===== config.mk =====
export PLATFORM = sky130hd
export DESIGN_NAME = usb_rx_sequencer
export DESIGN_NICKNAME = d
export VERILOG_FILES = /design/src/rtl/usb_rx_sequencer.sv
export SDC_FILE = /design/constraint.sdc
export NUM_CORES = 1
export LEC_CHECK = 0
export BUFFER_PORTS_ARGS = -buffer_cell sky130_fd_sc_hd__buf_2
export CORE_ASPECT_RATIO = 1.75
export CORE_MARGIN = 2
export CORE_UTILIZATION = 45
export CTS_BUF_LIST = sky130_fd_sc_hd__clkbuf_16
export DETAILED_ROUTE_END_ITERATION = 10
export HOLD_SLACK_MARGIN = 0.1
export PLACE_DENSITY_LB_ADDON = 0.12
export SYNTH_ARGS = -nofsm -noshare
export SYNTH_HDL_FRONTEND = slang
export SYNTH_SLANG_ARGS = --single-unit

===== constraint.sdc =====
create_clock -name clk -period 1.7 [get_ports clk]
set_clock_uncertainty 0.15 [all_clocks]
set_input_delay 0.17 -clock clk [delete_from_list [all_inputs] [get_ports clk]]
set_output_delay 0.17 -clock clk [all_outputs]
set_load 0.03 [all_outputs]

===== src/rtl/usb_rx_sequencer.sv =====
// usb_rx_sequencer: control FSM for the USB full-speed receive path.
// Watches edge/EOP/bit-strobe/byte-strobe events from the datapath, checks
// the SYNC byte, strobes data bytes into the RX FIFO, classifies the packet
// end as clean or malformed and reports length plus a completion pulse.
//
// Handshake: there is no backpressure. byte_received and shift_enable are
// single-cycle pulses that are always accepted. w_enable is a single-cycle
// write strobe that the FIFO must accept. It is raised the cycle after the
// byte_received that carried the byte.
module usb_rx_sequencer #(
  parameter logic [7:0] SYNC_BYTE = 8'h80,
  parameter int         MAX_BYTES = 64
) (
  input  logic       clk,
  input  logic       n_rst,
  input  logic       d_edge,
  input  logic       eop,
  input  logic       shift_enable,
  input  logic       byte_received,
  input  logic [7:0] rcv_data,
  output logic       rcving,
  output logic       w_enable,
  output logic       r_error,
  output logic       pkt_done,
  output logic [7:0] pkt_len
);

  localparam logic [7:0] MAX_LEN = 8'(MAX_BYTES);

  typedef enum logic [2:0] {
    S_IDLE     = 3'd0,
    S_START    = 3'd1,
    S_RX       = 3'd2,
    S_STORE    = 3'd3,
    S_EOP_WAIT = 3'd4,
    S_ERR      = 3'd5,
    S_ERR_WAIT = 3'd6
  } state_t;

  state_t     r_state;
  logic [2:0] r_bit_cnt;
  logic       w_eop_bit;

  // An SE0 seen at a bit sample point is the only EOP event that counts.
  assign w_eop_bit = eop & shift_enable;

  // Bits within the current byte. A completed byte resets the count even
  // if its final strobe arrives in the same cycle. A new packet also starts
  // the count from zero.
  always_ff @(posedge clk or negedge n_rst) begin
    if (!n_rst) begin
      r_bit_cnt <= 3'd0;
    end else if (byte_received) begin
      r_bit_cnt <= 3'd0;
    end else if (r_state == S_IDLE && d_edge) begin
      r_bit_cnt <= 3'd0;
    end else if (shift_enable) begin
      r_bit_cnt <= r_bit_cnt + 3'd1;
    end
  end

  // Packet sequencer. All outputs are registered next to the state.
  always_ff @(posedge clk or negedge n_rst) begin
    if (!n_rst) begin
      r_state  <= S_IDLE;
      rcving   <= 1'b0;
      w_enable <= 1'b0;
      r_error  <= 1'b0;
      pkt_done <= 1'b0;
      pkt_len  <= 8'd0;
    end else begin
      w_enable <= 1'b0;
      pkt_done <= 1'b0;
      case (r_state)
        S_IDLE: begin
          if (d_edge) begin
            r_state <= S_START;
            rcving  <= 1'b1;
            r_error <= 1'b0;
            pkt_len <= 8'd0;
          end
        end
        S_START: begin
          if (byte_received) begin
            if (rcv_data == SYNC_BYTE) begin
              r_state <= S_RX;
            end else begin
              r_state <= S_ERR;
              r_error <= 1'b1;
            end
          end else if (w_eop_bit) begin
            r_state <= S_ERR;
            r_error <= 1'b1;
          end
        end
        S_RX: begin
          // A byte completing in the same cycle as the EOP bit is handled
          // as a byte. The EOP is seen again on the next SE0 strobe.
          if (byte_received) begin
            if (pkt_len < MAX_LEN) begin
              r_state  <= S_STORE;
              w_enable <= 1'b1;
            end else begin
              r_state <= S_ERR;
              r_error <= 1'b1;
            end
          end else if (w_eop_bit) begin
            if (r_bit_cnt == 3'd0) begin
              r_state <= S_EOP_WAIT;
            end else begin
              r_state <= S_ERR;
              r_error <= 1'b1;
            end
          end
        end
        S_STORE: begin
          pkt_len <= pkt_len + 8'd1;
          r_state <= S_RX;
        end
        S_EOP_WAIT: begin
          if (d_edge) begin
            r_state  <= S_IDLE;
            rcving   <= 1'b0;
            pkt_done <= ~r_error;
          end
        end
        S_ERR: begin
          if (w_eop_bit) begin
            r_state <= S_ERR_WAIT;
          end
        end
        S_ERR_WAIT: begin
          if (d_edge) begin
            r_state <= S_IDLE;
            rcving  <= 1'b0;
          end
        end
        default: begin
          r_state <= S_IDLE;
          rcving  <= 1'b0;
        end
      endcase
    end
  end

endmodule

==> summary.txt <==
Outcome
  – Outcome: complete, no violations

Worst setup path
  – Crit path from: byte_received
  – Startpoint kind of the worst setup timing path: input port
  – Worst Path Arrival: 1.61 ns
  – Crit-path leading delay family: compound AO/OA/AOI/OAI gates
  – Critical path endpoint category: flop
  – Startpoint of the lowest-slack register-to-register path: r_state[1]
  – Biggest fanout along the worst timing path: 9
  – Category of the critical setup timing path: input port to flop
  – Cell breakdown of the critical path: dlygate4sd3_1, buf_6, a21o_2, a21oi_1, o32ai_1, a21o_1
  – Critical Path Max Stage Delay: 0.55 ns
  – CP bufs+invs: 2
  – Req. time, crit path: 1.69 ns
  – Critical Path Slowest Stage Cell: sky130_fd_sc_hd__dlygate4sd3_1

Clock network
  – Cell at the root of the clock tree: sky130_fd_sc_hd__clkbuf_16
  – TritonCTS clock tree: done
  – Clock Pin Slew Worst Setup and Hold Paths: 0.05 ns
  – Latest clock arrival within the worst-skew pair: 0.25 ns
  – Number of H-tree levels: 1
  – Clock buffers created by TritonCTS: 3
  – Number of buffers added for setup after CTS: 0
  – Max Root-Sink Buffers: 2
  – Clock sink count: 18

Placement
  – Placer congestion estimate: 0.881
  – I/O Buffers: 25
  – Cell Count Post-Placement: 154
  – Post-DP HPWL: 1830 um
  – Post-place setup slack: 0.128 ns

Synth
  – Adder and majority gate portion of the synthesized area: 3.50%
  – Simple-gate area share of the yosys netlist: 25.7%
  – Sequential area share after synthesis: 42.0%
  – Ys async rst share: 100%
  – Number of distinct library cells after synthesis: 42
  – Top cell type's share of synthesized area: 42.0%
  – Mean Syn Cell Area: 10.2 um^2
  – Combinational family with the most area after synthesis: simple AND/OR/NAND/NOR gates
  – Main area contributors after synthesis: sky130_fd_sc_hd__dfrtp_1 (42%), sky130_fd_sc_hd__o21ai_0 (4.7%), sky130_fd_sc_hd__nand2_1 (4.2%), sky130_fd_sc_hd__mux2i_1 (3.7%), sky130_fd_sc_hd__ha_1 (3.5%)
  – Number of synthesized flops with an enable pin: 0
  – Compound-gate portion of the synthesized area: 18.3%
  – Post-synthesis net count: 122
  – Most area-hungry cell type in the Yosys netlist: sky130_fd_sc_hd__dfrtp_1
  – Number of standard cells after synthesis: 105
  – Fraction of synthesized cell area in xor and xnor cells: 2.45%
  – Multiplexer area fraction after synthesis: 3.73%
  – Top FF cell, synth: sky130_fd_sc_hd__dfrtp_1
  – Flop and latch count out of synthesis: 18
  – Synth Warn #: 0
  – Cell Area, Synth: 1070 um^2

Floorplan
  – Effective utilization at floorplan: 47.2%
  – Die area: 2800 um^2
  – Die Width: 40.9 um
  – Number of standard-cell rows in the floorplan: 23
  – Core Box Area: 2270 um^2
  – Die Y-Extent: 68.6 um
  – Top-level I/O count: 26

Final layout
  – Final nets: 154
  – Antenna diodes: 0
  – Fillers: 200
  – Top library cells by usage in the layout, fill and taps aside: sky130_fd_sc_hd__buf_2 (24), sky130_fd_sc_hd__dfrtp_1 (18), sky130_fd_sc_hd__nand2_1 (12)
  – Most common library cell in the layout ignoring fill and taps: sky130_fd_sc_hd__buf_2
  – Layout overhead on the synthesized area: 24.7%
  – Layout cells sized above 1: 30.1%
  – Final instance count without filler cells: 161

Routing
  – Detailed router's first-iteration violation count: 14
  – DRT antenna net count: 0
  – Total wire length after detailed routing: 2370 um
  – Routed length per placed instance: 14.7 um
  – 1st-pass router iterations: 4
  – Via/cell ratio: 5.75
  – DR vias: 925
  – Post-detailed-route DRC marker count: 0

STA
  – Part of the cycle the worst path needs: 95.1%
  – Fin Setup TNS: 0 ns
  – Final setup viols: 0
  – Final-report hold violation count: 0
  – Setup repair after global routing missed its margin: false
  – Tightest Pin Transition: 0.423 ns
  – Final worst slack: 0.0825 ns
  – Minimum clock period: 1.62 ns
  – Number of slew-limit violations in the final report: 0
  – Worst slew slack as a fraction of its limit: 71.8%
  – Peak Freq: 618 MHz

Global routing
  – Number of antenna violations at the first check in global routing: 0
  – Via count of the first global-routing pass: 871
  – Largest net degree at the start of global routing: 19
  – Global route overflow: 0
  – All-Layer GR Usage: 20.3%
  – Global-route wire length before repair: 3840 um

Power
  – Leak Pwr: 0.000658 uW
  – Largest voltage drop on the vdd net: 862 uV
  – Pwr per Cell Area: 1480 nW/um^2

Worst hold path
  – HP Class: input port to flop
  – Start point of the worst hold path: shift_enable

Job
  – Number of violations of the max-capacitance limit: 0
## where the power goes
group	total, uW	switching, uW	internal, uW	leakage (uW)
Combinational	813	445	368	0.000381
Sequential	686	160	526	0.000238
Clock	475	162	313	0.0000385
## through the flow
stage	cell area [um^2]	power [uW]	utilization, %	hold WS (ns)
after floorplan	1070	1280	-	-0.276
after global placement	1220	1480	53.5	-0.0311
after detailed placement	1220	1500	53.5	-0.0200
after CTS	1330	1980	58.3	0.128
after global routing	1340	2110	58.8	0.151
final	1340	1970	58.8	0.122
## flip-flops by register name (all words and copies together) (netlist names)
name / cells
pkt_done: 1
r_state: 3
pkt_len: 8
w_enable: 1
r_error: 1
r_bit_cnt: 3
rcving: 1
## per-layer routing
metal  global-route usage, %  part of all wire (%)
met1                    23.1                    39
met2                    33.8                    55
met3                    2.88                   3.2
met4                    12.1                   2.6
met5                       0                     0
## tightest hold or removal path, stage by stage
cell and delay, ns:
sky130_fd_sc_hd__buf_2 0.14, sky130_fd_sc_hd__nand2_1 0.08, sky130_fd_sc_hd__a21o_1 0.10
## what timing repair did
item / CTS / global route
hold endpoints to repair: 22 / 0
endpoints found under the setup margin: 0 / 2
hold buffers: 3 / 0
gates resized for setup: 0 / 4
## cells in the mapped netlist (2+ instances only)
library cell / count
sky130_fd_sc_hd__dfrtp_1: 18
sky130_fd_sc_hd__nand2_1: 12
sky130_fd_sc_hd__o21ai_0: 10
sky130_fd_sc_hd__nand3_1: 6
sky130_fd_sc_hd__nor3_1: 5
sky130_fd_sc_hd__a21oi_1: 4
sky130_fd_sc_hd__mux2i_1: 4
sky130_fd_sc_hd__ha_1: 3
sky130_fd_sc_hd__inv_1: 3
sky130_fd_sc_hd__nor2_1: 3
sky130_fd_sc_hd__a21bo_2: 2
sky130_fd_sc_hd__a22o_1: 2
sky130_fd_sc_hd__a2bb2oi_1: 2
sky130_fd_sc_hd__buf_6: 2
sky130_fd_sc_hd__xor2_1: 2
## path summary, 6_finish.rpt
kind / endpoint / slack [ns] / cells past startpoint
min: r_state[0] / 0.12 / 3
max: r_state[0] / 0.08 / 6
max in group asynchronous: rcving / 0.87 / 2
min in group asynchronous: pkt_len[1] / 0.23 / 2
min reg2reg: pkt_done / 0.33 / 1
max reg2reg: r_state[0] / 0.09 / 4
## cell families (layout without fill, tap and decap cells)
| group | Yosys count | in the layout |
|---|---|---|
| adder cells (fa/ha/maj) | 3 | 3 |
| AO/OA/AOI/OAI | 28 | 28 |
| AND/OR/NAND/NOR | 42 | 42 |
| buffers and inverters | 7 | 38 |
| multiplexers | 4 | 4 |
| flip-flops | 18 | 18 |
| XOR/XNOR | 3 | 3 |
## area by class of cell
class,count,area (um^2),area share (%)
Sequential cell,18,450,33.7
Clock inverter,1,3.75,0.281
Tap cell,25,31.3,2.34
Multi-Input combinational cell,80,582,43.5
Inverter,3,11.3,0.842
Clock buffer,3,75.1,5.61
Timing Repair Buffer,31,184,13.8
Power figures use the tool's default switching activity.
